File: src/rtl/ifetch_prefetch_pkg.sv
// Shared types and constants for the prefetching instruction fetch stage.
// Contents: fetch FSM state, fault cause codes, the queue-entry struct and the
// PC step.
// The entry struct fixes the XLEN/ILEN widths. Any top-level override of XLEN
// or ILEN must match PKG_XLEN/PKG_ILEN.
package ifetch_pkg;

  localparam int PKG_XLEN = 64;
  localparam int PKG_ILEN = 32;
  localparam int PC_STEP  = 4;

  typedef enum logic {
    RUN  = 1'b0,
    HALT = 1'b1
  } fetch_state_e;

  typedef enum logic [1:0] {
    CAUSE_NONE     = 2'd0,
    CAUSE_ACCESS   = 2'd1,
    CAUSE_MISALIGN = 2'd2
  } fetch_cause_e;

  typedef struct packed {
    logic [PKG_ILEN-1:0] instr;
    logic [PKG_XLEN-1:0] pc;
    fetch_cause_e        cause;
  } fetch_entry_t;

  localparam int ENTRY_W = $bits(fetch_entry_t);

endpackage

File: src/rtl/ifetch_prefetch_if.sv
// Instruction memory request/response bus.
// Signals:
//   req, addr     request from the fetch stage
//   ready         request accepted when req && ready
//   valid         in-order response, always accepted
//   data, err     response payload and access-fault flag
// Modports: master = fetch stage, slave = instruction memory.
interface ifetch_prefetch_if #(
  parameter int XLEN = 64,
  parameter int ILEN = 32
);
  logic            req;
  logic [XLEN-1:0] addr;
  logic            ready;
  logic            valid;
  logic [ILEN-1:0] data;
  logic            err;

  modport master (output req, addr, input ready, valid, data, err);
  modport slave  (input req, addr, output ready, valid, data, err);
endinterface

File: src/rtl/ifetch_prefetch_fifo.sv
// Module ifetch_fifo: synchronous FIFO with a clear input.
// DEPTH must be a power of two.
// Ports: clk, reset (sync, active-high), clear, push/din, pop/dout, count.
// Behaviour:
//   dout shows the head entry and is meaningful only when count != 0.
//   A push while full is accepted only if a pop happens in the same cycle.
module ifetch_fifo #(
  parameter int DEPTH = 4,
  parameter int WIDTH = 8
) (
  input  logic                       clk,
  input  logic                       reset,
  input  logic                       clear,
  input  logic                       push,
  input  logic [WIDTH-1:0]           din,
  input  logic                       pop,
  output logic [WIDTH-1:0]           dout,
  output logic [$clog2(DEPTH+1)-1:0] count
);
  localparam int PW = $clog2(DEPTH);
  localparam int CW = $clog2(DEPTH+1);

  logic [WIDTH-1:0] mem [DEPTH];
  logic [PW-1:0]    wr_ptr_reg, rd_ptr_reg;
  logic [CW-1:0]    count_reg;
  logic             do_push, do_pop;

  assign do_pop  = pop && (count_reg != '0);
  assign do_push = push && ((count_reg != CW'(DEPTH)) || do_pop);

  always_ff @(posedge clk) begin
    if (reset || clear) begin
      wr_ptr_reg <= '0;
      rd_ptr_reg <= '0;
      count_reg  <= '0;
    end else begin
      if (do_push) wr_ptr_reg <= wr_ptr_reg + 1'b1;
      if (do_pop)  rd_ptr_reg <= rd_ptr_reg + 1'b1;
      count_reg <= count_reg + CW'(do_push) - CW'(do_pop);
    end
  end

  // Storage needs no reset: count gates every use of an entry.
  for (genvar gi = 0; gi < DEPTH; gi++) begin : g_entry
    always_ff @(posedge clk) begin
      if (do_push && !clear && (wr_ptr_reg == PW'(gi))) mem[gi] <= din;
    end
  end

  assign dout  = mem[rd_ptr_reg];
  assign count = count_reg;
endmodule

File: src/rtl/ifetch_prefetch.sv
// Pipelined instruction fetch with an in-order prefetch queue.
// Keeps up to MAX_OUTSTANDING imem requests in flight. Returned instructions
// are buffered in a DEPTH-entry queue that feeds decode.
// After a redirect or flush, responses to requests already in flight are
// counted as stale and dropped.
// Ports:
//   clk, reset             clock, synchronous active-high reset
//   pc_valid, pc_next      redirect strobe and target
//   flush                  clear the queue and halt fetching
//   imem (master)          request/response bus
//   instr_valid/ready      queue head handshake toward decode
//   instruction, pc_current, instr_cause   head entry fields
// Optional: define IFETCH_PERF_EN to add the perf_fetched and perf_dropped
// saturating counters.
module ifetch_prefetch
  import ifetch_pkg::*;
#(
  parameter int              XLEN            = PKG_XLEN,
  parameter int              ILEN            = PKG_ILEN,
  parameter int              DEPTH           = 4,
  parameter int              MAX_OUTSTANDING = 2,
  parameter logic [XLEN-1:0] RESET_PC        = 64'h8000_0000
) (
  input  logic                clk,
  input  logic                reset,
  input  logic                pc_valid,
  input  logic [XLEN-1:0]     pc_next,
  input  logic                flush,
  ifetch_prefetch_if.master   imem,
  output logic                instr_valid,
  input  logic                instr_ready,
  output logic [ILEN-1:0]     instruction,
  output logic [XLEN-1:0]     pc_current,
  output logic [1:0]          instr_cause
`ifdef IFETCH_PERF_EN
  ,
  output logic [31:0]         perf_fetched,
  output logic [31:0]         perf_dropped
`endif
);
  localparam int OW = $clog2(MAX_OUTSTANDING+1);
  localparam int CW = $clog2(DEPTH+1);

  fetch_state_e    state_reg, state_next;
  logic [XLEN-1:0] fetch_pc_reg, fetch_pc_next;
  logic [XLEN-1:0] resp_pc_reg, resp_pc_next;
  logic [OW-1:0]   outstanding_reg, outstanding_next;
  logic [OW-1:0]   stale_reg, stale_next;
  logic            misalign_pend_reg, misalign_pend_next;

  fetch_entry_t    q_din, q_dout;
  logic            q_push, q_pop, q_clear;
  logic [CW-1:0]   q_count;

  logic            kill, resp, hs, fetched_ev, dropped_ev;

  ifetch_fifo #(.DEPTH(DEPTH), .WIDTH(ENTRY_W)) u_fifo (
    .clk   (clk),
    .reset (reset),
    .clear (q_clear),
    .push  (q_push),
    .din   (q_din),
    .pop   (q_pop),
    .dout  (q_dout),
    .count (q_count)
  );

  assign kill = pc_valid || flush;
  // A response with nothing in flight is a protocol error and is ignored.
  assign resp = imem.valid && (outstanding_reg != '0);
  assign hs   = imem.req && imem.ready;

  // Credit check: queue entries plus live (non-stale) requests must leave room.
  assign imem.req = !reset && (state_reg == RUN) && !kill
                  && (32'(outstanding_reg) < 32'(MAX_OUTSTANDING))
                  && ((32'(q_count) + 32'(outstanding_reg) - 32'(stale_reg)) < 32'(DEPTH));
  assign imem.addr = fetch_pc_reg;

  always_ff @(posedge clk) begin
    if (reset) begin
      state_reg         <= RUN;
      fetch_pc_reg      <= RESET_PC;
      resp_pc_reg       <= RESET_PC;
      outstanding_reg   <= '0;
      stale_reg         <= '0;
      misalign_pend_reg <= 1'b0;
    end else begin
      state_reg         <= state_next;
      fetch_pc_reg      <= fetch_pc_next;
      resp_pc_reg       <= resp_pc_next;
      outstanding_reg   <= outstanding_next;
      stale_reg         <= stale_next;
      misalign_pend_reg <= misalign_pend_next;
    end
  end

  always_comb begin
    state_next         = state_reg;
    fetch_pc_next      = fetch_pc_reg;
    resp_pc_next       = resp_pc_reg;
    stale_next         = stale_reg;
    misalign_pend_next = misalign_pend_reg;
    outstanding_next   = outstanding_reg + OW'(hs) - OW'(resp);
    q_clear            = kill;
    q_push             = 1'b0;
    q_din              = '{instr: '0, pc: '0, cause: CAUSE_NONE};
    fetched_ev         = 1'b0;
    dropped_ev         = resp && (kill || (stale_reg != '0));

    if (kill) begin
      // Everything still in flight after this cycle belongs to the old stream.
      stale_next         = outstanding_next;
      misalign_pend_next = 1'b0;
      if (pc_valid) begin
        fetch_pc_next = pc_next;
        resp_pc_next  = pc_next;
        if (pc_next[1:0] != 2'b00) begin
          state_next         = HALT;
          misalign_pend_next = 1'b1;
        end else begin
          state_next = RUN;
        end
      end else begin
        state_next = HALT;
      end
    end else begin
      if (hs) fetch_pc_next = fetch_pc_reg + XLEN'(PC_STEP);
      if (misalign_pend_reg) begin
        q_push             = 1'b1;
        q_din              = '{instr: '0, pc: resp_pc_reg, cause: CAUSE_MISALIGN};
        misalign_pend_next = 1'b0;
      end
      if (resp) begin
        if (stale_reg != '0) begin
          stale_next = stale_reg - 1'b1;
        end else if (state_reg == RUN) begin
          q_push       = 1'b1;
          fetched_ev   = 1'b1;
          q_din        = '{instr: imem.data, pc: resp_pc_reg,
                           cause: imem.err ? CAUSE_ACCESS : CAUSE_NONE};
          resp_pc_next = resp_pc_reg + XLEN'(PC_STEP);
          if (imem.err) state_next = HALT;
        end
      end
    end
  end

  assign instr_valid = (q_count != '0);
  assign q_pop       = instr_valid && instr_ready;
  assign instruction = instr_valid ? q_dout.instr : '0;
  assign pc_current  = instr_valid ? q_dout.pc : RESET_PC;
  assign instr_cause = instr_valid ? q_dout.cause : 2'b00;

`ifdef IFETCH_PERF_EN
  logic [31:0] perf_fetched_reg, perf_dropped_reg;
  always_ff @(posedge clk) begin
    if (reset) begin
      perf_fetched_reg <= '0;
      perf_dropped_reg <= '0;
    end else begin
      if (fetched_ev && (perf_fetched_reg != '1)) perf_fetched_reg <= perf_fetched_reg + 1'b1;
      if (dropped_ev && (perf_dropped_reg != '1)) perf_dropped_reg <= perf_dropped_reg + 1'b1;
    end
  end
  assign perf_fetched = perf_fetched_reg;
  assign perf_dropped = perf_dropped_reg;
`else
  logic unused_perf;
  assign unused_perf = fetched_ev ^ dropped_ev;
`endif

  a_no_orphan_resp: assert property (@(posedge clk) disable iff (reset)
    imem.valid |-> (outstanding_reg != '0));
endmodule

File: src/flat_wrapper.sv
// flat-port wrapper written by rule: the top's interface ports become plain ports
module ifetch_prefetch_flat import ifetch_pkg::*;
#(
  parameter int              XLEN            = PKG_XLEN,
  parameter int              ILEN            = PKG_ILEN,
  parameter int              DEPTH           = 4,
  parameter int              MAX_OUTSTANDING = 2,
  parameter logic [XLEN-1:0] RESET_PC        = 64'h8000_0000
)
  (clk, reset, pc_valid, pc_next, flush, instr_valid, instr_ready, instruction, pc_current, instr_cause, imem_req, imem_addr, imem_ready, imem_valid, imem_data, imem_err);
  ifetch_prefetch_if #(.XLEN(XLEN), .ILEN(ILEN)) imem_i ();
  input  logic clk;
  input  logic reset;
  input  logic pc_valid;
  input  logic [XLEN-1:0] pc_next;
  input  logic flush;
  output logic instr_valid;
  input  logic instr_ready;
  output logic [ILEN-1:0] instruction;
  output logic [XLEN-1:0] pc_current;
  output logic [1:0] instr_cause;
  output wire logic [$bits(imem_i.req)-1:0] imem_req;
  output wire logic [$bits(imem_i.addr)-1:0] imem_addr;
  input wire logic [$bits(imem_i.ready)-1:0] imem_ready;
  input wire logic [$bits(imem_i.valid)-1:0] imem_valid;
  input wire logic [$bits(imem_i.data)-1:0] imem_data;
  input wire logic [$bits(imem_i.err)-1:0] imem_err;
  assign imem_req = imem_i.req;
  assign imem_addr = imem_i.addr;
  assign imem_i.ready = imem_ready;
  assign imem_i.valid = imem_valid;
  assign imem_i.data = imem_data;
  assign imem_i.err = imem_err;
  ifetch_prefetch #(.XLEN(XLEN), .ILEN(ILEN), .DEPTH(DEPTH), .MAX_OUTSTANDING(MAX_OUTSTANDING), .RESET_PC(RESET_PC)) u_core (.clk(clk), .reset(reset), .pc_valid(pc_valid), .pc_next(pc_next), .flush(flush), .imem(imem_i), .instr_valid(instr_valid), .instr_ready(instr_ready), .instruction(instruction), .pc_current(pc_current), .instr_cause(instr_cause));
endmodule
File: config.mk
export PLATFORM = sky130hd
export DESIGN_NAME = ifetch_prefetch_flat
export DESIGN_NICKNAME = d
export VERILOG_FILES = /design/src/rtl/ifetch_prefetch_pkg.sv /design/src/rtl/ifetch_prefetch_if.sv /design/src/rtl/ifetch_prefetch_fifo.sv /design/src/rtl/ifetch_prefetch.sv /design/src/flat_wrapper.sv
export SDC_FILE = /design/constraint.sdc
export NUM_CORES = 1
export LEC_CHECK = 0
export CAP_MARGIN = 20
export CORE_MARGIN = 1.5
export CORE_UTILIZATION = 52
export CTS_BUF_LIST = sky130_fd_sc_hd__clkbuf_8
export CTS_CLUSTER_DIAMETER = 80
export DETAILED_ROUTE_END_ITERATION = 8
export MAX_ROUTING_LAYER = met4
export PLACE_DENSITY = 0.84
export RECOVER_POWER = 50
export SLEW_MARGIN = 20
export SYNTH_ARGS = -nofsm -noshare
export SYNTH_HDL_FRONTEND = slang
export SYNTH_SLANG_ARGS = --single-unit
File: constraint.sdc
create_clock -name clk -period 6.67 [get_ports clk]
set_input_delay 1.334 -clock clk [delete_from_list [all_inputs] [get_ports clk]]
set_output_delay 1.334 -clock clk [all_outputs]
set_load 0.05 [all_outputs]
## Yosys cells after proc, flatten, opt, wreduce, memory -nomap -nowiden

Memories as Yosys holds them, arrays and structs flattened. A register that Yosys moved wholly into a read port is not among the register bits.
Cells that the tools add are included.
W data, S select, Z words.

- RAM bits: 392
- Output and inout bits: 164
- Memories kept: 1
- Flip-flop bits (word level): 141
- Bits in latches: 0
- Input bits: 104
- ROM bits: 0

- Mux-type cells: 50
- Add/subtract/negate cells: 11
- Magnitude comparators: 2
- Reduce and logical (&&, ||, !) cells: 35
- Shift operators: 0
- Equal/unequal tests: 7
- Div/mod/pow operators: 0
- Multiply operators: 0
- Bitwise gates (word level): 3

Memories:

| name | depth | width | rd ports | clocked after memory_dff | write ports | RTL line | text |
|---|---|---|---|---|---|---|---|
| u_core.u_fifo.mem | 4 | 98 | 1 | 1 | 1 | ifetch_prefetch_fifo.sv:23 | `logic [WIDTH-1:0] mem [DEPTH];` |

Operator list:

| operator | number |
|---|---|
| $mux W98 | 7 |
| $mux W64 | 8 |
| $reduce_or A98 Y1 | 3 |
| $add A64 B3 Y64 const B | 2 |
| $mux W66 | 1 |
| $lt A32 B3 Y1 const B | 1 |
| $mux W32 | 1 |
| $sub A32 B2 Y32 | 1 |
| $mux W1 | 24 |
| $mux W2 | 9 |
| $logic_and A1 B1 Y1 | 14 |
| $reduce_bool A2 Y1 | 6 |
| $reduce_and A2 Y1 | 3 |
| $add A2 B1 Y2 const B | 2 |
| $add A3 B2 Y4 | 1 |
| $eq A2 B2 Y1 const B | 2 |
| $ne A2 B2 Y1 const B | 2 |
| $reduce_and A4 Y1 | 1 |
| $add A3 B1 Y3 | 1 |
| $logic_or A1 B1 Y1 | 3 |
| $ne A3 B3 Y1 const B | 1 |
| $not A1 Y1 | 3 |
| $reduce_bool A3 Y1 | 1 |
| $reduce_or A3 Y1 | 1 |
| other kinds (9) | 10 |

## Logic depth before layout (Yosys ltp)

- Depth in word-level cells: 14
- Gate-level depth with buffers: 15
- Gate-level depth less buffers: 15

## Cells and area by module

From an unflattened synthesis, not the netlist that was laid out.

- Cells, all modules: 1956
- Area total of the unflattened synthesis: 24423.4 µm²

By module, submodules not included:

| module | area an instance (µm²) | instances | cells an instance | seq. area each (µm²) |
|---|---|---|---|---|
| ifetch_fifo | 14586.5 | 1 | 559 | 11951.5 |
| ifetch_prefetch | 9836.9 | 1 | 1397 | 2682.6 |

## Worst setup path before layout

No wires, ideal clock.

- Path kind: in2reg
- Start: in imem_valid
- End: mem u_core.u_fifo.mem[0][0] (netlist bit), enable pin
- Setup time: 0.468 ns
- Arrival time: 4.691 ns
- Stages: 6
- Slack: 1.512 ns
- Data required time: 6.202 ns
- Path through: o211ai_1 or2_2 clkbuf_1 a21oi_1 o41a_1 and2_1

- Longest elaborated chain between the ends: 12

RTL lines:

| what | RTL line | text |
|---|---|---|
| from (decl) | flat_wrapper.sv:25 | `input wire logic [$bits(imem_i.valid)-1:0] imem_valid;` |
| $logic_and A1 B1 Y1 * | ifetch_prefetch.sv:70 | `assign resp = imem.valid && (outstanding_reg != '0);` |
| $mux W1 * | ifetch_prefetch.sv:133 | `if (resp) begin` |
| $mux W1 * | ifetch_prefetch.sv:110 | `if (kill) begin` |
| $logic_and A1 B1 Y1 * | ifetch_prefetch_fifo.sv:29 | `assign do_push = push && ((count_reg != CW'(DEPTH)) \|\| do_pop);` |
| $logic_and A1 B1 Y1 * | ifetch_prefetch_fifo.sv:46 | `if (do_push && !clear && (wr_ptr_reg == PW'(gi))) mem[gi] <= din;` |
| $logic_and A1 B1 Y1 | ifetch_prefetch_fifo.sv:46 |  |
| $mux W1 | ifetch_prefetch_fifo.sv:46 |  |
| $mux W1 (implied by the code) | ifetch_prefetch_fifo.sv:46 |  |
| $reduce_or A98 Y1 (no source line) | -- |  |
| $mux W2 (no source line) / $mux W1 (equally long branches) (3 in series) | -- |  |
| to (decl) | ifetch_prefetch_fifo.sv:23 |  |

Mark *: on every way between the ends. The rest lies on a longest branch, timed or not.

## Worst setup path after layout

- Start: in flush
- End: mem u_core.u_fifo.mem[3][67] (netlist bit), enable pin

- Longest elaborated chain between the ends: 11

RTL lines:

| what | RTL line | text |
|---|---|---|
| from (decl) | flat_wrapper.sv:16 | `input logic flush;` |
| $logic_or A1 B1 Y1 * | ifetch_prefetch.sv:68 | `assign kill = pc_valid \|\| flush;` |
| $mux W1 | ifetch_prefetch.sv:110 |  |
| $logic_and A1 B1 Y1 | ifetch_prefetch_fifo.sv:29 |  |
| $logic_and A1 B1 Y1 * | ifetch_prefetch_fifo.sv:46 |  |
| $logic_and A1 B1 Y1 | ifetch_prefetch_fifo.sv:46 |  |
| $mux W1 | ifetch_prefetch_fifo.sv:46 |  |
| $mux W1 (implied by the code) | ifetch_prefetch_fifo.sv:46 |  |
| $reduce_or A98 Y1 (no source line) | -- |  |
| $mux W2 (no source line) / $mux W1 (equally long branches) (3 in series) | -- |  |

Marked as above.

==> impl_metrics.yaml <==
clock_tree:
  cts_setup_buffers: 0
  cts-htree-levels: 3
  holdBufCountCts: 0
  cts_resized: 0
  clkLatencyLatePin_ns: 0.68
  cts_sinks: 535
  clock_path_buffers: 3
  clockRootBuffer: "clkbuf_8"
  clk_pin_slew_ns: 0.06
  numCtsBuffers: 83
  cts_tree: "done"
cells_and_area:
  fillCellCount: 3423
  nets: 2310
  drive_above_1_share_pct: 11.96
  final_common_cell: "edfxtp_1"
  largest_reg_flops: 392
  layout_common_cells: "392 x edfxtp_1, 200 x clkdlybuf4s50_1, 162 x nand2_1"
  areaGrowthSynthToFinish_pct: 20.52
global_routing:
  overflow: 0
  grt_max_degree: 77
  grt_pass1_wl_um: 104500
  antenna_found_initial: 4
  grt_use_total_pct: 29.70
  grt_pass1_vias: 17579
place:
  port_buffers: 267
  place_ws_ns: 1.616
  gp_congestion: 0.9624
  hpwl_um: 45820
min_path:
  hp-class: "flop to flop"
yosys:
  syn_nets: 2037
  synth_top_family_by_area: "simple AND/OR/NAND/NOR gates"
  synth_xor_area_share_pct: 0.8317
  synthArstFlopShare_pct: 0
  synth_compound_area_share_pct: 8.906
  avgSynthCellArea_sq_um: 12.63
  yosysUniqueCellTypes: 69
  synthMuxAreaShare_pct: 9.536
  synth-edff-count: 392
  syn_inst: 1917
  synth_area_sq_um: 24220
  yosysTopAreaCell: "edfxtp_1"
  synthFlopType: "edfxtp_1"
  ys_seq_area_share_pct: 60.42
  synth_adder_area_share_pct: 0.8885
  synth_top_cells_by_area: "edfxtp_1 49%, dfxtp_1 12%, mux4_2 9.1%"
  yosys.area_share.simple_pct: 17.27
  yosys_warnings: 0
  synth_top_area_share_pct: 48.60
  synth_seq_cells: 535
worst_setup_path:
  crit_type: "input pin to flop"
  start_kind: "input pin"
  endpoint_kind: "flop"
  worstPathRequired_ns: 6.95
  cp_max_fo: 66
  critPathArrivalTime_ns: 6.23
sta:
  hold_ws_ns: 0.4591
  rsz0062_at_grt: "false"
  final.period_utilization_pct: 89.17
  worst_slew_pin_slew_ns: 3.164
  finClkSkew_ns: 0.04300
  setup_viol: 0
  fin_setup_tns_ns: 0
  slew_viol_final: 243
  max_slew_margin_pct: -111.7
  hold_viol: 0
  min_period_ns: 5.948
  fmax_mhz: 168.1
  finalWorstSetupSlack_ns: 0.7223
die:
  design.core.area_sq_um: 45670
  die_h_um: 218.8
  start_util_pct: 53.03
  die_w_um: 218.8
  die-area_sq_um: 47880
  rows: 78
  io_pins: 268
power:
  p_clk_share_pct: 37.4
  ir_drop_uv: 125.2
  power_frac_seq_pct: 51.1
  swShare_pct: 26.95
  pwr-share-comb_pct: 11.5
  leakage_uw: 0.01002
  intPower_uw: 5373
  power_density_nw_per_um2: 252.0
  power.switching_uw: 1982
status:
  failed_checks: "max-capacitance violations, max-slew violations"
  status: "finished, violations left"
route:
  drt-total-wl_um: 68770
  wire_per_inst_um: 24.03
  viasPerCell: 6.295
  vias: 18016
  firstDrtPassIters: 6
  drtIter0Drc: 1881
  ant_nets: 0
  route.detailed.drc: 0
job:
  cap_violations: 7
stage by stage:
stage	std cells	power (uW)	utilization [%]	area, sq um
floorplan	1917	4303	-	24220
global placement	2705	4644	60.38	27580
detailed placement	2705	4663	60.39	27580
CTS	2858	7405	64.02	29240
global route	2862	7593	63.91	29190
finish	2862	7355	63.91	29190
power by group through the flow:
stage / logic, uW / clock network [uW] / registers [uW]
final: 847 / 2750 / 3760
after global routing: 895 / 2930 / 3760
after CTS: 849 / 2810 / 3750
after detailed placement: 844 / 0 / 3820
after global placement: 829 / 0 / 3820
after floorplan: 419 / 0 / 3880
synth_stat cells, drive strengths merged (26+ instances only):
cell      n
a211oi   26
a21oi    69
and2    212
and3     26
clkbuf  101
dfxtp   143
edfxtp  392
mux4     98
nand2   162
nand3    70
nand4    57
nor2     96
nor3     46
nor4     26
o21ai    49
final timing paths:
kind,start,to,slack [ns],depth (start not counted)
worst min-delay path,u_core.resp_pc_reg[1]$_SDFFE_PP0P_,u_core.resp_pc_reg[1]$_SDFFE_PP0P_,0.46,2
worst min register to register,u_core.resp_pc_reg[1]$_SDFFE_PP0P_,u_core.resp_pc_reg[1]$_SDFFE_PP0P_,0.46,2
worst max register to register,u_core.stale_reg[1]$_SDFFE_PP0P_,u_core.u_fifo.mem[3][67]$_DFFE_PP_,2.46,8
worst max-delay path,flush,u_core.u_fifo.mem[3][67]$_DFFE_PP_,0.72,7
cell families (layout without fill, tap and decap cells):
logic type / Yosys count / in the layout
other cells: 0 / 4
flops: 535 / 535
buf+inv: 138 / 479
simple gates: 779 / 779
fa+ha+maj: 16 / 16
compound gates: 318 / 318
xor+xnor: 23 / 23
mux: 108 / 108
layout make-up:
cell class	instances	area [sq um]	area share [%]
Sequential cell	535	14640	50.16
Multi-Input combinational cell	1244	9094	31.15
Timing Repair Buffer	306	2960	10.14
Clock buffer	92	1266	4.338
Tap cell	600	750.7	2.572
Clock inverter	61	392.9	1.346
Inverter	20	75.07	0.2572
Antenna cell	4	10.01	0.03429
worst max-delay path, stage by stage:
cell and delay (ns):
dlygate4sd3_1 0.55, inv_1 0.34, nand2_1 1.02, a21oi_1 0.61, o41a_1 0.40, and2_1 1.45
buf_12 0.46
layer usage:
metal	vias to the layer above	track usage (%)	share of wire, %
li1	7997	-	-
met1	8832	40.88	41
met2	1020	44.04	46
met3	167	5.669	9.6
met4	0	11.23	3.2
met5	-	-	0
Power figures use the tool's default switching activity.
